File: src/rtl/ucore_input_fifo.sv
// ucore_input_fifo: per-channel NoC token buffer feeding the ucore firing logic.
// Define UCORE_INPUT_FIFO_CONST_EN to add a constant-operand override.
module ucore_input_fifo #(
   parameter int DATA_WIDTH = 32,
   parameter int DEPTH      = 2,
   parameter int CNT_W      = $clog2(DEPTH + 1)
) (
   input  logic                  clk,
   input  logic                  rst_n,
   input  logic                  noc_ivalid,
   input  logic [DATA_WIDTH-1:0] noc_in,
   output logic                  noc_oready,
   input  logic                  flush,
`ifdef UCORE_INPUT_FIFO_CONST_EN
   input  logic                  cfg_const_en,
   input  logic [DATA_WIDTH-1:0] cfg_const_val,
`endif
   output logic                  ucore_valid,
   output logic [DATA_WIDTH-1:0] ucore_data,
   input  logic                  ucore_pop,
   output logic [CNT_W-1:0]      occupancy
);
   localparam int PTR_W = $clog2(DEPTH);
   logic [DATA_WIDTH-1:0] mem_q [DEPTH];
   logic [PTR_W-1:0]      wr_q, wr_d, rd_q, rd_d;
   logic [CNT_W-1:0]      cnt_q, cnt_d;
   logic                  const_en, fifo_valid, full, push, pop;
   logic [DATA_WIDTH-1:0] const_val;
`ifdef UCORE_INPUT_FIFO_CONST_EN
   assign const_en  = cfg_const_en;
   assign const_val = cfg_const_val;
`else
   assign const_en  = 1'b0;
   assign const_val = '0;
`endif
   assign fifo_valid  = cnt_q != '0;
   assign full        = cnt_q == CNT_W'(DEPTH);
   // ready depends only on registered count, so a same-cycle pop never opens a full buffer
   assign noc_oready  = ~full & ~const_en;
   assign push        = noc_ivalid & noc_oready;
   assign pop         = ucore_pop & fifo_valid & ~const_en;
   assign ucore_valid = const_en | fifo_valid;
   assign ucore_data  = const_en ? const_val : fifo_valid ? mem_q[rd_q] : '0;
   assign occupancy   = cnt_q;
   always_comb begin
      wr_d  = flush ? '0 : wr_q + PTR_W'(push);
      rd_d  = flush ? '0 : rd_q + PTR_W'(pop);
      cnt_d = flush ? '0 : cnt_q + CNT_W'(push) - CNT_W'(pop);
   end
   always_ff @(posedge clk or negedge rst_n) begin
      if (!rst_n) begin
         wr_q  <= '0;
         rd_q  <= '0;
         cnt_q <= '0;
      end else begin
         wr_q  <= wr_d;
         rd_q  <= rd_d;
         cnt_q <= cnt_d;
      end
   end
   always_ff @(posedge clk) begin
      if (push && !flush) mem_q[wr_q] <= noc_in;
   end
   a_no_overflow: assert property (@(posedge clk) disable iff (!rst_n) !(full && push) && cnt_q <= CNT_W'(DEPTH));
   a_no_underflow: assert property (@(posedge clk) disable iff (!rst_n) !(cnt_q == '0 && pop));
endmodule

File: config.mk
export PLATFORM = sky130hd
export DESIGN_NAME = ucore_input_fifo
export DESIGN_NICKNAME = d
export VERILOG_FILES = /design/src/rtl/ucore_input_fifo.sv
export SDC_FILE = /design/constraint.sdc
export NUM_CORES = 1
export LEC_CHECK = 0
export CORE_AREA = 2 2 111 113
export DETAILED_ROUTE_END_ITERATION = 16
export DIE_AREA = 0 0 113 115
export SYNTH_ARGS = -nofsm -noshare
export SYNTH_HDL_FRONTEND = slang
export SYNTH_SLANG_ARGS = --single-unit
File: constraint.sdc
create_clock -name clk -period 4.7 [get_ports clk]
set_input_delay 0.94 -clock clk [delete_from_list [all_inputs] [get_ports clk]]
set_output_delay 0.94 -clock clk [all_outputs]
set_load 0.005 [all_outputs]
After elaboration in Yosys (flattened, before gate mapping). Memories as Yosys holds them, arrays and structs flattened. Index checks and enable logic that the tools add are counted.

Register bits after elaboration: 4. Bits in writable memories: 64. Output and inout bits: 36. Logic and storage cells: 21. Memories kept: 1.

$add $sub $neg: 4. Equality and inequality tests: 1. Muxes and demuxes: 6. Bitwise operators: 3. Reductions and logical operators: 3.

Memory list: mem_q (words 2, bits a word 32, read ports 1, clocked after memory_dff 0, wr ports 1, line 24) `logic [DATA_WIDTH-1:0] mem_q [DEPTH];`.

Operators by type and width (number): 32-bit 2-to-1 mux (1); 1-bit 2-to-1 mux (4); 1-bit adder (2); 2-bit by 1-bit adder with 2-bit output (1); 1-bit AND (2); 2-bit == test (second input constant) (1); 2-bit 2-to-1 mux (1); 2-bit nonzero test (1); 2-bit by 1-bit subtractor with 2-bit output (1); 1-bit logical AND (1); 1-bit logical NOT (1); 1-bit inverter (1).

Logic depth before layout (Yosys ltp).
Depth after elaboration: 6. Depth in mapped cells: 8. Mapped depth without buffers: 8.

Worst setup path after synthesis. No wires, ideal clock.

Kind: input-to-reg. Start: input noc_ivalid. End: memory mem_q[1][0] (enable). Library setup time: 0.468 ns. Arrival: 3.406 ns. Slack: 0.826 ns. Stages: 2. Path through: nand2_2 > nor3b_1.

Longest elaborated chain between the ends: 4.

Ends and longest elaborated chain: from (decl) (line 10) `input logic noc_ivalid,`; 1-bit AND (line 40) `assign push = noc_ivalid & noc_oready;`; 1-bit logical AND (line 62) `if (push && !flush) mem_q[wr_q] <= noc_in;`; 1-bit 2-to-1 mux (line 62); 1-bit 2-to-1 mux (not written as such) (line 62); to (decl) (line 24).

Every way passes these cells.

Worst setup path after layout.
Start: register rd_q. End: output ucore_data[0].

Longest elaborated chain between the ends: 2.

Ends and longest elaborated chain: from (decl) (line 25) `logic [PTR_W-1:0] wr_q, wr_d, rd_q, rd_d;`; from (signal assigned) (line 57) `rd_q <= rd_d;`; memory 2 x 32 bit; 32-bit 2-to-1 mux (line 43) `assign ucore_data = const_en ? const_val : fifo_valid ? mem_q[rd_q] : '0;`; to (decl) (line 19) `output logic [DATA_WIDTH-1:0] ucore_data,`.

Every way passes these cells.

==> impl_metrics.env <==
export IMPL_crit_type="flop to output pin"
export IMPL_syn_avg_cell_area_um2=16.6
export IMPL_fin_setup_tns_ps=0
export IMPL_synth_seq_cells=68
export IMPL_cp_end_kind="output pin"
export IMPL_dieArea_um2=13000
export IMPL_root_buffer="clkbuf_16"
export IMPL_synth_net_count=199
export IMPL_grtUsageTotal_pct=8.40
export IMPL_yosys_warnings=0
export IMPL_drc=5
export IMPL_cp_startpoint="rd_q"
export IMPL_period_needed_ps=3180
export IMPL_placed_cell_area_um2=3540
export IMPL_cp_start_kind="flop"
export IMPL_final_cell_area_um2=3830
export IMPL_status="complete, but fails checks"
export IMPL_final_common_cell="clkdlybuf4s50_1"
export IMPL_finClkSkew_ps=5.23
export IMPL_hold_buffers=0
export IMPL_layout_common_cells="72 x clkdlybuf4s50_1, 64 x edfxtp_1, 35 x nor2_1"
export IMPL_grt_setup_unrepaired="no"
export IMPL_fin_util_pct=32.4
export IMPL_ioPinCount=73
export IMPL_layout_worst_path_cycle_share_pct=67.6
export IMPL_worst_r2r_cell_count=8
export IMPL_gp_congestion=0.628
export IMPL_swShare_pct=26.9
export IMPL_crit_fanout=33
export IMPL_drv_cap=0
export IMPL_crit_chain="mux2i_1 -> nor2_1 -> clkdlybuf4s50_1"
export IMPL_grt_pass1_wl_um=8110
export IMPL_dr_total_vias=1537
export IMPL_critPathBufInv=1
export IMPL_cts_resized=0
export IMPL_cts_buffers=9
export IMPL_p_int_uw=1520
export IMPL_start_util_pct=22.5
export IMPL_slew_violations=0
export IMPL_crit_slowest_cell="dfrtp_2"
export IMPL_worstHoldEndpoint="occupancy[1]"
export IMPL_nets=278
export IMPL_antenna_cells=0
export IMPL_first_global_vias=1579
export IMPL_drt_iter0_drc=76
export IMPL_multi_input_area_um2=583
export IMPL_critPathRequiredTime_ps=3760
export IMPL_rrSetupSlack_ps=2800
export IMPL_routed_wl_um=5150
export IMPL_powerDensity_nw_per_um2=544
export IMPL_postCtsSetupRepairBufs=0
export IMPL_clk_path_buf_depth=2
export IMPL_fmax_ghz=0.315
export IMPL_cts_reportedPaths_clkPinSlew_ps=60
export IMPL_r2r_end="occupancy[1]"
export IMPL_violations="design-rule violations"
export IMPL_die_h_um=115
export IMPL_grt_max_degree=34
export IMPL_whs_path_depth=2
export IMPL_tightestPinTransition_ps=1010
export IMPL_fin_total_pwr_uw=2080
export IMPL_regArea_um2=2020
export IMPL_fillers=1191
export IMPL_power_switching_uw=561
export IMPL_ant_nets=0
export IMPL_io_buffers=72
export IMPL_area_delta_synth_final_pct=44.1
export IMPL_place_detailed_hpwl_um=3320
export IMPL_clkLatencyLatePin_ps=330
export IMPL_hold_path_class="flop to flop"
export IMPL_r2r_start="occupancy[1]"
export IMPL_avgRoutedWirePerCell_um=13.2
export IMPL_drtPass1Iterations=10
export IMPL_pwr_share_comb_pct=30.0
export IMPL_p_seq_share_pct=39.1
export IMPL_ys_seq_area_share_pct=76.1
export IMPL_synth_area_um2=2660
export IMPL_finalHoldViolations=0
export IMPL_ir_worst_vdd_v=0.000170
export IMPL_fp_coreArea_um2=11800
export IMPL_placementRows=40
export IMPL_clockPowerShare_pct=30.9
export IMPL_clock_sinks=68
export IMPL_p_leak_uw=0.00129
export IMPL_critPathTopFamily="flip-flops"
export IMPL_drive_gt1_share_pct=9.43
export IMPL_critPathArrivalTime_ps=2240
export IMPL_syn_inst=160
export IMPL_antenna_found_initial=0
export IMPL_viasPerCell=3.93
export IMPL_cts_tree="built"
export IMPL_yosysUniqueCellTypes=20
export IMPL_die_w_um=113
export IMPL_final_setup_viol_count=0
export IMPL_hold_start="occupancy[1]"
export IMPL_slew_headroom_pct=32.6
export IMPL_cts_htree_levels=3
export IMPL_grt_overflow_total=0
export IMPL_holdWs_ps=682
export IMPL_cp_slowest_stage_delay_ps=1030
==> flip-flops by register name (all words and copies together) (netlist names) <==
register / count
rd_q: 1
wr_q: 1
occupancy: 2
mem_q: 64
==> power by group through the flow <==
stage	Clock [µW]	Combinational, µW	Sequential (µW)
floorplan	0	341	769
CTS	669	642	818
global route	700	686	827
finish	643	625	814
detailed placement	0	638	830
global placement	0	633	825
==> cell usage after synthesis <==
library cell	n	area (µm²)
nor3b_1	1	7.51
buf_2	3	15.0
buf_4	1	7.51
xor2_1	2	17.5
and2_1	1	6.26
dfrtp_1	4	100
buf_6	3	33.8
ha_1	2	25.0
nand2b_2	1	8.76
nand2_2	1	6.26
inv_2	1	3.75
nor3_1	2	10.0
mux2i_1	32	320
mux2_1	1	11.3
nor2b_1	2	12.5
edfxtp_1	64	1920
nor2_2	1	6.26
o21ai_0	1	5.00
inv_1	2	7.51
nor2_1	35	131
==> cell families (layout without fill, tap and decap cells) <==
kind of cell	Yosys count	count (layout)	share of synthesized area, %
fa+ha+maj	2	2	0.941
flops	68	68	76.1
mux	33	33	12.5
buf+inv	10	94	2.54
xor+xnor	2	2	0.659
compound gates	1	1	0.188
simple gates	44	44	7.11
==> stage by stage <==
| step | cells | worst slack [ps] |
|---|---|---|
| final | 391 | 1520 |
| after detailed placement | 375 | 1820 |
| after global placement | 375 | 1840 |
| after floorplan | 160 | 826 |
| after CTS | 391 | 1460 |
| after global routing | 391 | 1300 |
==> layout make-up <==
cell class                 instances  share of cell area, %
tap                              147                   4.80
inverter                           3                  0.294
timing repair buffer              75                   19.4
clock inverter                     5                   1.37
multi-input combinational         82                   15.2
sequential                        68                   52.8
clock buffer                      11                   6.08
==> routing by layer <==
layer	GRT usage, %	up-vias	wire (µm)
met1	10.3	734	2300
met2	13.1	52	2400
met5	0	-	0
li1	-	739	-
met4	5.12	0	123
met3	2.53	12	318
==> worst register-to-register path, delay by kind of cell, from the launching register on <==
kind,cells,cell delay [ps]
XOR/XNOR,1,170
flip-flops,1,450
AND/OR/NAND/NOR,2,270
buffers and inverters,2,120
adder cells (fa/ha/maj),2,460
AO/OA/AOI/OAI,1,350
==> worst max-delay path by stage <==
| stage | depth (start not counted) | slack [ps] | to |
|---|---|---|---|
| 2_1_floorplan | 2 | 830 | mem_q[1][0] |
| 3_3_place_gp | 3 | 1840 | ucore_data[0] |
| 3_5_place_dp | 3 | 1820 | ucore_data[0] |
| 4_1_cts | 3 | 1460 | ucore_data[0] |
| 5_1_grt | 3 | 1300 | ucore_data[0] |
| 6_report | 3 | 1520 | ucore_data[0] |
No activity file was read; power rests on OpenSTA's default activity.
